**config.mk**
```make
export PLATFORM = sky130hd
export DESIGN_NAME = instr_fetch
export DESIGN_NICKNAME = d
export VERILOG_FILES = /design/src/rtl/instr_fetch.sv
export SDC_FILE = /design/constraint.sdc
export NUM_CORES = 1
export LEC_CHECK = 0
export CAP_MARGIN = 20
export CORE_ASPECT_RATIO = 0.7
export CORE_MARGIN = 3
export CORE_UTILIZATION = 47
export DETAILED_ROUTE_END_ITERATION = 10
export PLACE_DENSITY = 0.86
export SLEW_MARGIN = 15
export SYNTH_ARGS = -nofsm -noshare
export SYNTH_HDL_FRONTEND = slang
export SYNTH_SLANG_ARGS = --single-unit
```
**constraint.sdc**
```tcl
create_clock -name clk -period 3.45 [get_ports clk]
set_clock_uncertainty 0.15 [all_clocks]
set_input_delay 0.345 -clock clk [delete_from_list [all_inputs] [get_ports clk]]
set_output_delay 0.345 -clock clk [all_outputs]
set_load 0.1 [all_outputs]
```
**src/rtl/instr_fetch.sv**
```systemverilog
// 8080-style instruction fetch: reads an opcode plus 0-2 immediate bytes and presents the
// instruction in HOLD. Optional interrupt injection is enabled by defining I8080_INTR_EN.
module instr_fetch #(
    parameter int XLEN = 8,
    parameter int ALEN = 16
) (
    input  logic            clk,
    input  logic            rst,
    output logic [ALEN-1:0] mem_addr,
    output logic            mem_rd,
    input  logic [XLEN-1:0] mem_rdata,
    input  logic            mem_ready,
    input  logic            pc_load,
    input  logic [ALEN-1:0] pc_load_addr,
    output logic            instr_valid,
    input  logic            instr_ready,
    output logic [XLEN-1:0] instr,
    output logic [ALEN-1:0] imm,
    output logic [ALEN-1:0] instr_pc,
    input  logic            intr_req,
    input  logic            inte,
    input  logic [2:0]      intr_vec,
    output logic            intr_ack
);

    typedef enum logic [1:0] {OP, IMM_LO, IMM_HI, HOLD} state_t;

    state_t          r_state, w_state_nxt;
    logic [ALEN-1:0] r_pc, w_pc_nxt, w_pc_inc;
    logic [XLEN-1:0] r_instr, w_instr_nxt;
    logic [ALEN-1:0] r_imm, w_imm_nxt;
    logic [ALEN-1:0] r_instr_pc, w_instr_pc_nxt;
    logic            r_valid, w_valid_nxt;
    logic            r_three, w_three_nxt;
    logic [1:0]      w_len;
    logic            w_take_intr;
    logic [XLEN-1:0] w_intr_op;

    // Total instruction length in bytes, decoded from the opcode.
    function automatic logic [1:0] op_len(input logic [7:0] op);
        casez (op)
            8'b00??0001, 8'h22, 8'h2A, 8'h32, 8'h3A,
            8'hC3, 8'hCD, 8'b11???010, 8'b11???100: op_len = 2'd3;
            8'b00???110, 8'b11???110, 8'hD3, 8'hDB:  op_len = 2'd2;
            default:                                 op_len = 2'd1;
        endcase
    endfunction

`ifdef I8080_INTR_EN
    assign w_take_intr = (r_state == OP) & intr_req & inte & ~pc_load;
    assign intr_ack    = w_take_intr & ~rst;
    assign w_intr_op   = XLEN'({2'b11, intr_vec, 3'b111});
`else
    logic w_unused_intr;
    assign w_unused_intr = ^{intr_req, inte, intr_vec};
    assign w_take_intr   = 1'b0;
    assign intr_ack      = 1'b0;
    assign w_intr_op     = '0;
`endif

    assign w_pc_inc    = r_pc + ALEN'(1);
    assign w_len       = op_len(mem_rdata[7:0]);
    assign mem_addr    = r_pc;
    assign mem_rd      = ~rst & (r_state != HOLD) & ~w_take_intr;
    assign instr_valid = r_valid;
    assign instr       = r_instr;
    assign imm         = r_imm;
    assign instr_pc    = r_instr_pc;

    always_ff @(posedge clk or posedge rst) begin
        if (rst) begin
            r_state    <= OP;
            r_pc       <= '0;
            r_instr    <= '0;
            r_imm      <= '0;
            r_instr_pc <= '0;
            r_valid    <= 1'b0;
            r_three    <= 1'b0;
        end else begin
            r_state    <= w_state_nxt;
            r_pc       <= w_pc_nxt;
            r_instr    <= w_instr_nxt;
            r_imm      <= w_imm_nxt;
            r_instr_pc <= w_instr_pc_nxt;
            r_valid    <= w_valid_nxt;
            r_three    <= w_three_nxt;
        end
    end

    always_comb begin
        w_state_nxt    = r_state;
        w_pc_nxt       = r_pc;
        w_instr_nxt    = r_instr;
        w_imm_nxt      = r_imm;
        w_instr_pc_nxt = r_instr_pc;
        w_valid_nxt    = r_valid;
        w_three_nxt    = r_three;
        // A redirect overrides everything, including a handshake in the same cycle.
        if (pc_load) begin
            w_state_nxt = OP;
            w_pc_nxt    = pc_load_addr;
            w_valid_nxt = 1'b0;
        end else begin
            case (r_state)
                OP: begin
                    if (w_take_intr) begin
                        w_instr_nxt    = w_intr_op;
                        w_imm_nxt      = '0;
                        w_instr_pc_nxt = r_pc;
                        w_state_nxt    = HOLD;
                        w_valid_nxt    = 1'b1;
                    end else if (mem_ready) begin
                        w_instr_nxt = mem_rdata;
                        w_imm_nxt   = '0;
                        w_pc_nxt    = w_pc_inc;
                        w_three_nxt = (w_len == 2'd3);
                        if (w_len == 2'd1) begin
                            w_instr_pc_nxt = w_pc_inc;
                            w_state_nxt    = HOLD;
                            w_valid_nxt    = 1'b1;
                        end else begin
                            w_state_nxt = IMM_LO;
                        end
                    end
                end
                IMM_LO: begin
                    if (mem_ready) begin
                        w_imm_nxt = ALEN'(mem_rdata);
                        w_pc_nxt  = w_pc_inc;
                        if (r_three) begin
                            w_state_nxt = IMM_HI;
                        end else begin
                            w_instr_pc_nxt = w_pc_inc;
                            w_state_nxt    = HOLD;
                            w_valid_nxt    = 1'b1;
                        end
                    end
                end
                IMM_HI: begin
                    if (mem_ready) begin
                        w_imm_nxt      = ALEN'({mem_rdata, r_imm[XLEN-1:0]});
                        w_pc_nxt       = w_pc_inc;
                        w_instr_pc_nxt = w_pc_inc;
                        w_state_nxt    = HOLD;
                        w_valid_nxt    = 1'b1;
                    end
                end
                HOLD: begin
                    if (instr_ready) begin
                        w_state_nxt = OP;
                        w_valid_nxt = 1'b0;
                    end
                end
                default: w_state_nxt = OP;
            endcase
        end
    end

endmodule

```
# [Word level (Yosys, flattened, before mapping)]
# Index checks and enable logic that the tools add are counted.
[word_totals] ff_bits=60 out_inout_bits=59
[op_classes] add_sub_neg=1 eq_ne=30 muxes=29 n_bitwise=4 n_reduce_logical=15
[op_table] cell="$mux W16" n=10
[op_table] cell="$pmux W16 S3" n=2
[op_table] cell="$eq A8 B6 Y1 const B" n=4
[op_table] cell="$eq A8 B8 Y1 const B" n=4
[op_table] cell="$ne A3 B3 Y1 const B" n=6
[op_table] cell="$add A16 B1 Y16 const B" n=1
[op_table] cell="$eq A5 B5 Y1 const B" n=3
[op_table] cell="$mux W2" n=6
[op_table] cell="$ne A2 B2 Y1 const B" n=6
[op_table] cell="$reduce_and A5 Y1" n=2
[op_table] cell="$reduce_or A9 Y1" n=1
[op_table] cell="$mux W1" n=8
[op_table] cell="$pmux W2 S4" n=1
[op_table] cell="$reduce_and A7 Y1" n=1
[op_table] cell="$eq A2 B2 Y1 const B" n=3
[op_table] cell="$eq A6 B1 Y1 const B" n=1
[op_table] cell="$reduce_and A6 Y1" n=1
[op_table] cell="$reduce_bool A2 Y1" n=3
[op_table] cell="$eq A5 B3 Y1 const B" n=1
[op_table] cell="$eq A2 B1 Y1 const B" n=2
[op_table] cell="$pmux W1 S4" n=1
[op_table] cell="$pmux W2 S2" n=1
[op_table] cell="$reduce_and A4 Y1" n=1
[op_table] cell="$reduce_or A4 Y1" n=1
[op_table] cell="other kinds (7)" n=9

# [Logic depth before layout (Yosys ltp)]
# Gate-level depths: netlist (run 1).
[logic_depth] ltp_word=8 mapped_depth=10 mapped_depth_nobuf=8

# [Least setup slack after synthesis (run 1)]
# OpenSTA, ideal clock, no wires.
[synth_path] path_kind="reg2reg" from="reg r_pc[5], in the netlist mem_addr[5]" to="reg r_instr_pc[15], in the netlist instr_pc[15]" arrival_ns=2.492 required_time_ns=3.174 path_slack_ns=0.681 stages_incl_launch_ff=8 path_buffers=1 period_less_slack_ns=2.769 cell_sequence="dfrtp_1 -> clkbuf_1 -> and4_1 -> and3_1 -> and4_1 -> nand3_1 -> xnor2_1 -> mux2_4"
[synth_via] elab_chain_len=4 elab_cells_between_ends=7 classes_between="add/sub (1); mux (6)"
[synth_lines] element="start, declared" line_no="29" text="logic [ALEN-1:0] r_pc, w_pc_nxt, w_pc_inc;"
[synth_lines] element="start signal, assigned" line_no="81" text="r_pc <= w_pc_nxt;"
[synth_lines] element="$add A16 B1 Y16 (*)" line_no="61" text="assign w_pc_inc = r_pc + ALEN'(1);"
[synth_lines] element="$mux W16 (on tied branches)" line_no="130, 117"
[synth_lines] element="$mux W16 (on tied branches)" line_no="127, 112"
[synth_lines] element="$pmux W16 S3 (*)" line_no="104" text="case (r_state)"
[synth_lines] element="end signal, assigned" line_no="84" text="r_instr_pc <= w_instr_pc_nxt;"
[synth_lines] element="end, declared" line_no="32" text="logic [ALEN-1:0] r_instr_pc, w_instr_pc_nxt;"
# Every way passes the cells marked *; elsewhere a longest branch is shown, timed or not. The select of a mux whose other input is x is not followed.
# A chain may end at the register's enable or synchronous reset.

# [Final worst setup path (run 1)]
[layout_path] from="reg r_state[0]" to="reg r_instr_pc[14], in the netlist instr_pc[14]"
[layout_via] elab_chain_len=3 elab_cells_between_ends=11 classes_between="eq/ne (7); mux (1); reduce/logical (3)"
[layout_lines] element="start, declared" line_no="28" text="state_t r_state, w_state_nxt;"
[layout_lines] element="start signal, assigned" line_no="80" text="r_state <= w_state_nxt;"
[layout_lines] element="$eq A2 B1 Y1 (tied with other cells)" line_no="104"
[layout_lines] element="$ne A2 B2 Y1 (no source line) or $reduce_bool A3 Y1 (tied branches)"
[layout_lines] element="$reduce_and A7 Y1 (no source line)"
# Several ways; a longest one is shown, not always the timed one.

==> metrics list, run 1 <==
- Largest cells by area after synthesis: dfrtp_1 (48%), nand2_1 (6.1%), o21ai_0 (5.9%)
* Remaining antenna violation count after routing: 0
- Die height: approximately 74 um
- Of the available clock period, the critical path in the final layout requires 0.859.
- Mapped Area: 0.00314 mm2
- Setup violations remaining at the end of the flow were counted as 0.
- After the last flow step, the layout net total stands at 431.
- Maximum level of the CTS H-tree: 3
- Counting flops with a built-in enable in the synthesized netlist gives 0.
- In this run, synthesis produced a sequential element count of 60.
- For the finished layout, the period the worst path requires is between 2 and 3 ns.
- After detailed routing, the total wire length is between 7 and 8 mm.
- Post-synthesis compound-gate area fraction: 0.0829
* Global Route met1 Usage: 0.271
* Num CTS Buffers: 9
* Syn_nets: 351
- Busiest grt layer: met2
* Syn. warnings: 0
- The synthesized netlist contains 45 unique library cells.
* Initial Util: 0.495
* # placed instances: between 400 and 500
* Dominant combinational cell family by area after synthesis: simple AND/OR/NAND/NOR gates
* Setup crit start kind: flop
- Placed Instance Area: 0.00401 mm2
* Most area-hungry cell type in the Yosys netlist: dfrtp_1
* Post-synthesis simple-gate area fraction: 0.176
* Core region area: 0.00634 mm2
* Buffers added on ports: 86
* Diodes inserted: 0
* Nature of the critical path endpoint: flop
* Clock Sink Count: 60
* Share of final-layout standard cells stronger than drive strength 1: 0.119
* Most instantiated cells after synthesis: dfrtp_1 (60), nand2_1 (51), o21ai_0 (37), nand3_1 (17), xnor2_1 (16)
- Root cell of the clock tree: clkbuf_8
- In the global route stage, met3 resource usage came out at 0.0650.
- The most used flip-flop cell after synthesis is dfrtp_1.
- A synthesized cell averages 10.1 um2.
* CTS clk-pin slew, worst paths: 0.06 ns
* Result of the run: finished, final reports clean
- The share of the Yosys chip area taken by registers is 0.478.
* Unrepaired setup endpoints after global routing: false
* Quantity of gates resized following cts: 0
* Wire length per cell: 15.8 um
* Cell count after synthesis: 310
- Routability-driven placement congestion ratio: 0.782
- After synthesis, the share of flip-flops with an asynchronous set or reset is 1.00.
- In the routed layout, each cell is associated on average with a via count of around 5.2.
- Launching instance or port of the critical path: r_state[0]$_DFFE_PP0P_
* Worst setup slack for register-to-register paths: 0.49 ns
- I/O pin count: 93
- Vias in the first global route: 2545
- Global-route congestion overflow total: 0
- The first global-routing pass estimated 12.6 mm of wire.
- Yosys instantiated no cell more often than dfrtp_1.
* Die Outline Area: 0.00771 mm2
* Worst-case headroom to the max-slew limit: 0.329
- Hold Vio Cnt, Final: 0
* Clk Latency, worst-skew pair: between 0.3 and 0.4 ns
- Pre-antenna DRT Iters: 4
- Data arrival time of the critical path: 3.02 ns
- Number of violations reported at the end of detailed-routing iteration 0: between 100 and 150
- The tightest min-delay check is of the in2async type.
- Maximum achievable frequency: roughly 0.34 GHz
- Detailed routing inserted a total of 2515 vias.
- In this run the critical register-to-register path is launched from r_state[0]$_DFFE_PP0P_.
- Synth Area in XOR/XNOR: 0.0837
- Least-Margin Pin Slew: 1.00 ns
- For this run, global-route usage on met2 was measured as 0.352.
- Number of antenna violations at the first check in global routing: 0
- Number of max-cap violations: 0
- For this run, the total global-route usage over all layers was measured as 0.209.
- Post-route design area: 0.00422 mm2
* Multiplexer fraction of the synthesized cell area: 0.0996
* Top-area cell type share of the netlist area: 0.478
- STA puts the critical path data required time at approximately 3.5 ns.
- R2r endpoint: instr_pc[14]$_DFFE_PP0P_
- The die is 104 um wide.
- The finished layout holds ~500 standard cells, fillers aside.
* Total half-perimeter wirelength after legalization and detailed placement: roughly 5.6 mm
- Pin count of the biggest net entering global routing: 39
* Count of buffers added by post-CTS timing repair for setup: 0
* Number of cell rows: 24
* CTS tree: done
- In the routed design, unresolved DRC markers number 0.
- Worst-path maximum fanout: 17
- Count of final max-slew check failures: 0
* Number of hold-repair buffers added at the cts stage: 0
- Post-synthesis share of cell area spent on full adders, half adders and majority gates: 0.0279
- The worst register-to-register path has a depth of 8.
- Setup CP Type: reg2reg
- Adding up every negative setup slack in the final design gives 0 ns.
* Layout Area Growth over Synthesis: 34.3%
* Max Buffers Root-to-Sink: 2
## worst max-delay path by stage
| stage | slack, ns | endpoint | cells past startpoint |
|---|---|---|---|
| 2_1_floorplan | 0.68 | instr_pc[15]$_DFFE_PP0P_ | 7 |
| 3_5_place_dp | 0.50 | instr_pc[14]$_DFFE_PP0P_ | 8 |
| 5_1_grt | 0.31 | instr_pc[9]$_DFFE_PP0P_ | 8 |
| 3_3_place_gp | 0.61 | instr_pc[12]$_DFFE_PP0P_ | 8 |
| 6_report | 0.49 | instr_pc[14]$_DFFE_PP0P_ | 8 |
| 4_1_cts | 0.48 | instr_pc[13]$_DFFE_PP0P_ | 8 |
## area by class of cell
type / instances / area (um2)
Clock buffer: 12 / 155
Clock inverter: 4 / 47.5
Fill cell: 525 / 2120
Inverter: 8 / 30.0
Multi-Input combinational cell: 221 / 1480
Sequential cell: 60 / 1500
Tap cell: 91 / 114
Timing Repair Buffer: 90 / 888
## registers in the layout, indices dropped and copies added, names as in the netlist
| register | flops |
|---|---|
| imm | 16 |
| instr | 8 |
| instr_pc | 16 |
| instr_valid | 1 |
| mem_addr | 16 |
| r_state | 2 |
| r_three | 1 |
## cell usage in the layout, fill, tap and decap left out, drive strengths merged, types with 2 or more instances in the layout
master | synthesis | routed
nand4b | 2 | 2
o21ai | 38 | 38
nand3 | 17 | 17
and2 | 2 | 2
nor2 | 11 | 11
ha | 7 | 7
mux2i | 2 | 2
dfrtp | 60 | 60
and4 | 2 | 2
nor3b | 5 | 5
inv | 8 | 8
nand4 | 5 | 5
xor2 | 14 | 14
nor2b | 2 | 2
nor3 | 5 | 5
clkbuf | 11 | 12
clkdlybuf4s50 | 0 | 85
and3 | 3 | 3
mux2 | 23 | 23
a21oi | 2 | 2
xnor2 | 16 | 16
clkinv | 0 | 2
buf | 10 | 5
nand2 | 51 | 51
## cell families (layout without fill, tap and decap cells)
family / Yosys count / in the layout
mux: 25 / 25
flops: 60 / 60
buf+inv: 29 / 114
xor+xnor: 30 / 30
fa+ha+maj: 7 / 7
compound gates: 47 / 47
simple gates: 111 / 111
other cells: 1 / 1
## routing by layer
metal / vias up / share of wire
li1: 1214 / -
met1: 1221 / 0.46
met2: 78 / 0.47
met3: 2 / 0.061
met4: 0 / 0.0044
met5: - / 0
## worst max-delay path, stage by stage, from the launching register on
cell and delay, ns:
dfrtp_1 0.42, inv_1 0.12, ha_1 0.36, nor3_2 0.23, nor2_1 0.07, or3_1 0.56
nor3b_4 0.24, buf_4 0.31, mux2_2 0.38
## through the flow
step,setup slack [ns],util,hold WS (ns)
finish,0.485,0.665,0.317
global route,0.315,0.665,0.346
CTS,0.477,0.665,0.324
detailed placement,0.500,0.633,0.328
global placement,0.606,0.633,0.314
floorplan,0.681,-,0.312
Power of run 1 is left out: the tool's default activity adds up to more than one toggle a clock period on the data nets, which glitch-free logic cannot reach.
==> inputs of run 2 (changes only) <==
--- a/config.mk
+++ b/config.mk
@@ -10,6 +10,7 @@
 export CORE_MARGIN = 3
 export CORE_UTILIZATION = 47
 export DETAILED_ROUTE_END_ITERATION = 10
+export MAX_ROUTING_LAYER = met4
 export PLACE_DENSITY = 0.86
 export SLEW_MARGIN = 15
 export SYNTH_ARGS = -nofsm -noshare
==> run 2 against run 1 <==
  * Count of clock-buffer cells in the layout unchanged
  * Die area unchanged
  * Global-route usage is 0.76 points higher
  * Via count is 0.40% higher
  * Critical path depth unchanged
==> metrics list, run 2 (synthesized netlist as in run 1, its figures left out) <==
* Buffers added on ports: 86
- Nature of the critical path endpoint: flop
- Count of final max-slew check failures: 0
- Data on the critical path is required at its endpoint by between 3 and 4 ns.
* Setup WS pre-CTS: 0.500 ns
- Via density per instance: 5.20
- The H-tree was split into 3 levels.
- Measured in cells, the most critical reg-to-reg path has a length of 8.
- For the final routed database, the setup TNS stands at 0 ns.
- Setup CP Type: reg2reg
- Counting the buffers created by CTS gives 9.
- Clk Latency, worst-skew pair: 0.33 ns
- Layout Area Growth over Synthesis: 34.3%
- After clock tree synthesis, the repair step resized 0 gates.
- Worst-path maximum fanout: 17
- Pin count of the biggest net entering global routing: 39
- Setup repair after global routing left no endpoint under its margin.
- Clock-pin slew was measured on the worst setup and hold paths at 0.07 ns.
* Filler cell count: approximately 530
* Leading cell type in the layout, fill and taps excluded: clkdlybuf4s50_1
- Hold Vio Cnt, Final: 0
* Least-Margin Pin Slew: 0.998 ns
- The run finished with clean final reports.
- Across every metal layer, demand over resource in global routing totals 0.217.
* Root cell of the clock tree: clkbuf_8
- Global-route congestion overflow total: 0
* Non-filler cells in the finished layout: 486
- Classification of the worst-slack hold path: in2async
* Worst setup slack after layout: about 0.46 ns
* Number of cell rows: 24
- Vias post-DR: 2525
- Of the available clock period, the critical path in the final layout requires 0.865.
- The region available for standard cell placement spans 0.00634 mm2.
* Data arrival time of the critical path: 3.04 ns
- # placed instances: 470
* Clock Sink Count: 60
* Remaining antenna violation count after routing: 0
- Wire length per cell: 15.8 um
* Initial Util: 0.495
- The slowest stage of the critical path belongs to the cell or3_1.
- In the final layout, the share of cells above drive strength 1 is 0.119.
* Maximum achievable frequency: around 0.33 GHz
* Max Buffers Root-to-Sink: 2
- TritonCTS built the clock tree.
- Number of max-cap violations: 0
* Die X: 104 um
* I/O pin count: 93
* Worst-case headroom to the max-slew limit: 0.333
- Routability-driven placement congestion ratio: 0.793
- Die height: 74.4 um
- The first global-routing pass estimated 12.7 mm of wire.
- Fin crit period: 2.99 ns
* Remaining DRCs: 0
- Total setup violations reported at the end of the flow: 0
* Vias in the first global route: 2540
- STA classifies the critical path startpoint as a flop.
* Number of violations reported at the end of detailed-routing iteration 0: 109
* Die Outline Area: 0.00771 mm2
* Number of antenna violations at the first check in global routing: 0
- Traced cell by cell, the critical path runs through inv_1, ha_1, nor3_2, nor2_1, or3_1, nor3b_4, buf_4, mux2_2.
- The final layout contains about 430 nets.
* Count of buffers added by post-CTS timing repair for setup: 0
* Slowest cell delay on critical path: 0.56 ns
* Diodes inserted: 0
* Number of hold-repair buffers added at the cts stage: 0
* Pre-antenna DRT Iters: 4
- Leaving out fill and tap cells, the most frequent cells in the layout are clkdlybuf4s50_1 (85), dfrtp_1 (60), nand2_1 (51).
- Total half-perimeter wirelength after legalization and detailed placement: 5.63 mm
- Wires add up to 7.69 mm.
## run 2: cell counts in the layout (fill, tap and decap cells not counted)
No cell type changed its count.
## run 2: stage by stage
stage / hold WS (ns) / cell area [um2] / utilization
global route: 0.358 / 4220 / 0.665
global placement: 0.314 / 4010 / 0.633
detailed placement: 0.328 / 4010 / 0.633
finish: 0.321 / 4220 / 0.665
CTS: 0.324 / 4220 / 0.665
floorplan: 0.312 / 3140 / -
## run 2: cell type report
type                            count  area [um2]  share of cell area
Clock inverter                      4        47.5              0.0113
Tap cell                           91         114              0.0270
Multi-Input combinational cell    221        1480               0.351
Inverter                            8        30.0             0.00712
Timing Repair Buffer               90         888               0.211
Sequential cell                    60        1500               0.356
Clock buffer                       12         155              0.0368
## run 2: critical path, delay by kind of cell (launching register included)
family	cells	cell delay, ns
adder cells (fa/ha/maj)	1	0.37
flip-flops	1	0.42
AND/OR/NAND/NOR	4	1.10
buffers and inverters	2	0.44
multiplexers	1	0.38
## run 2: worst paths after layout
kind | start | end | slack (ns)
worst min register to register | imm[14]$_DFFE_PP0P_ | imm[14]$_DFFE_PP0P_ | 0.33
worst max-delay path | r_state[0]$_DFFE_PP0P_ | instr_pc[14]$_DFFE_PP0P_ | 0.46
worst min-delay path | rst | r_state[1]$_DFFE_PP0P_ | 0.32
max in group asynchronous | rst | instr_pc[11]$_DFFE_PP0P_ | 2.14
min in group clk | imm[14]$_DFFE_PP0P_ | imm[14]$_DFFE_PP0P_ | 0.33
worst max register to register | r_state[0]$_DFFE_PP0P_ | instr_pc[14]$_DFFE_PP0P_ | 0.46
## run 2: routing by layer
layer | up-vias | share of wire | GRT usage
met5 | - | 0 | -
met4 | 0 | 0.0061 | 0.0546
met3 | 7 | 0.055 | 0.0572
met2 | 81 | 0.47 | 0.348
met1 | 1224 | 0.47 | 0.279
li1 | 1213 | - | -
Power of run 2 is left out for the same reason.
==> inputs of run 3 (changes only) <==
--- a/config.mk
+++ b/config.mk
@@ -5,13 +5,15 @@
 export SDC_FILE = /design/constraint.sdc
 export NUM_CORES = 1
 export LEC_CHECK = 0
+export ABC_CLOCK_PERIOD_IN_PS = 3450
 export CAP_MARGIN = 20
 export CORE_ASPECT_RATIO = 0.7
 export CORE_MARGIN = 3
 export CORE_UTILIZATION = 47
 export DETAILED_ROUTE_END_ITERATION = 10
+export HOLD_SLACK_MARGIN = 0.03
 export MAX_ROUTING_LAYER = met4
-export PLACE_DENSITY = 0.86
+export PLACE_DENSITY = 0.8
 export SLEW_MARGIN = 15
 export SYNTH_ARGS = -nofsm -noshare
 export SYNTH_HDL_FRONTEND = slang
==> run 3 against run 2 <==
  * Wire length down 3.0%
  * Design area down 0.77%
  * Global-route usage down 0.75 points
  * Count of clock-buffer cells in the layout unchanged
  * Register-to-register slack better by 0.07 ns
  * Core utilization down 0.51 points
  * Cell count unchanged
  * Die area unchanged
  * Hold slack better by 0.011 ns
  * Critical path depth unchanged
  * Maximum frequency up 2.4%
  * Setup slack better by 0.070 ns
  * Critical path type unchanged
  * Largest cell class unchanged
  * Highest routed layer unchanged
==> metrics list, run 3 (synthesized netlist as in run 1, its figures left out) <==
* Die X: 104 um
- The initial utilization of the core area, before any placement, comes to 0.495.
- Filler cell count: 504
- For this run, design rule violations remaining after detail routing come to 0.
* Worst setup slack after layout: 0.534 ns
- Vias in the first global route: approximately 2400
- In this run the vertical extent of the chip is approximately 74 um.
* CTS clk-pin slew, worst paths: 0.07 ns
- Dividing the detail-routed via count by the number of cells gives 5.13.
- Max Buffers Root-to-Sink: 2
- TritonCTS built the clock tree.
- In the global route stage, overall resource usage came out at 0.209.
- met2 is the most crowded layer.
- The worst setup path is captured at a flop.
* Routability-driven placement congestion ratio: 0.791
- Entering global routing, the biggest net connects 39 pins.
- Number of hold-repair buffers added at the cts stage: 0
* Global Route met1 Usage: 0.283
- In this run the standard cell core region covers 0.00634 mm2.
- Wire length per cell: 15.3 um
- Setup CP Type: reg2reg
* Post-route design area: 0.00418 mm2
- 93 I/O pins were placed.
* Register Area: 0.00150 mm2
- Dividing the final minimum period by the clock period gives 0.845.
* Remaining antenna violation count after routing: 0
* Diodes inserted: 0
- Total Routed Length: 7.46 mm
* Maximum level of the CTS H-tree: 3
- Leading cell type in the layout, fill and taps excluded: clkdlybuf4s50_1
* Share of final-layout standard cells stronger than drive strength 1: 0.116
- Data on the critical path is required at its endpoint by 3.52 ns.
- Global routing finished with a remaining overflow of 0.
- Total half-perimeter wirelength after legalization and detailed placement: between 5 and 6 mm
- Pre-antenna DRT Iters: 5
* Setup crit start kind: flop
- Setup TNS after final layout: 0 ns
- The first global-routing pass estimated 12.2 mm of wire.
- Data arrival time of the critical path: 2.98 ns
- For this run, global-route usage on met2 was measured as 0.314.
* Combined area of the multi-input logic cells: 0.00148 mm2
* Count of buffers added by post-CTS timing repair for setup: 0
- In this run the worst hold path is classified as in2async.
- Placed Instance Area: roughly 0.004 mm2
- Once the clock tree was built, the resizer swapped 0 gates to a different size.
* Final net count: 431
- Worst-path maximum fanout: 17
* Number of antenna violations at the first check in global routing: 0
* Post-route worst hold slack: 0.332 ns
- Row generation in the floorplan step produced 24 rows.
- Fin crit period: 2.92 ns
- Root cell of the clock tree: clkbuf_8
- Max-cap violations in this run came to 0.
- In the global route stage, met3 resource usage came out at 0.0512.
* Total setup violations reported at the end of the flow: 0
- Count of final max-slew check failures: 0
- Maximum achievable frequency: 0.343 GHz
- Setup WS pre-CTS: 0.527 ns
- Clock tree synthesis inserted a total of 9 buffers.
- Worst-case headroom to the max-slew limit: 0.335
- Detailed routing inserted a total of 2493 vias.
- Hold Vio Cnt, Final: 0
* Clk Latency, worst-skew pair: 0.33 ns
- Relative to the synthesized area, the layout overhead comes to 33.2%.
- The clock net in this run drives a total of 60 sinks.
* Unrepaired setup endpoints after global routing: false
* Die Outline Area: slightly below 0.008 mm2
- After the first detailed-routing iteration, the DRC count stood at 88.
* Most used cells in the layout excluding fill and tap cells: clkdlybuf4s50_1 (85), dfrtp_1 (60), nand2_1 (51)
* Buffers added on ports: 86
* Least-Margin Pin Slew: around 0.99 ns
* Result of the run: finished, final reports clean
[run 3: final cells by class]
type | count | area share
inverters | 8 | 0.00718
well taps | 91 | 0.0272
clock buffers | 12 | 0.0347
repair buffers | 90 | 0.212
multi-input cells | 221 | 0.354
clock inverters | 4 | 0.00598
flip-flops and latches | 60 | 0.359
[run 3: stage by stage]
step,utilization,instances
finish,0.660,486
global route,0.660,486
CTS,0.660,486
detailed placement,0.633,470
global placement,0.633,470
floorplan,-,310
[run 3: path summary, 6_finish.rpt]
check,startpoint,end,slack (ns),depth (start not counted)
min in group clk,imm[15]$_DFFE_PP0P_,imm[15]$_DFFE_PP0P_,0.33,2
worst min register to register,imm[15]$_DFFE_PP0P_,imm[15]$_DFFE_PP0P_,0.33,2
worst max register to register,r_state[1]$_DFFE_PP0P_,instr_pc[10]$_DFFE_PP0P_,0.53,8
max in group asynchronous,rst,mem_addr[4]$_DFFE_PP0P_,2.13,3
worst max-delay path,r_state[1]$_DFFE_PP0P_,instr_pc[10]$_DFFE_PP0P_,0.53,8
worst min-delay path,rst,instr_pc[8]$_DFFE_PP0P_,0.33,2
[run 3: layer usage]
metal / part of all wire / vias up
met4: 0.0072 / 0
li1: - / 1214
met5: 0 / -
met2: 0.48 / 67
met3: 0.047 / 4
met1: 0.47 / 1208
[run 3: critical path, stage by stage, from the launching register on]
cell and delay [ns]:
dfrtp_1 0.44, inv_1 0.12, ha_1 0.34, nor3_2 0.20
nor2_1 0.07, or3_1 0.54, nor3b_4 0.24, buf_4 0.32
mux2_2 0.38
Power of run 3 is left out for the same reason.
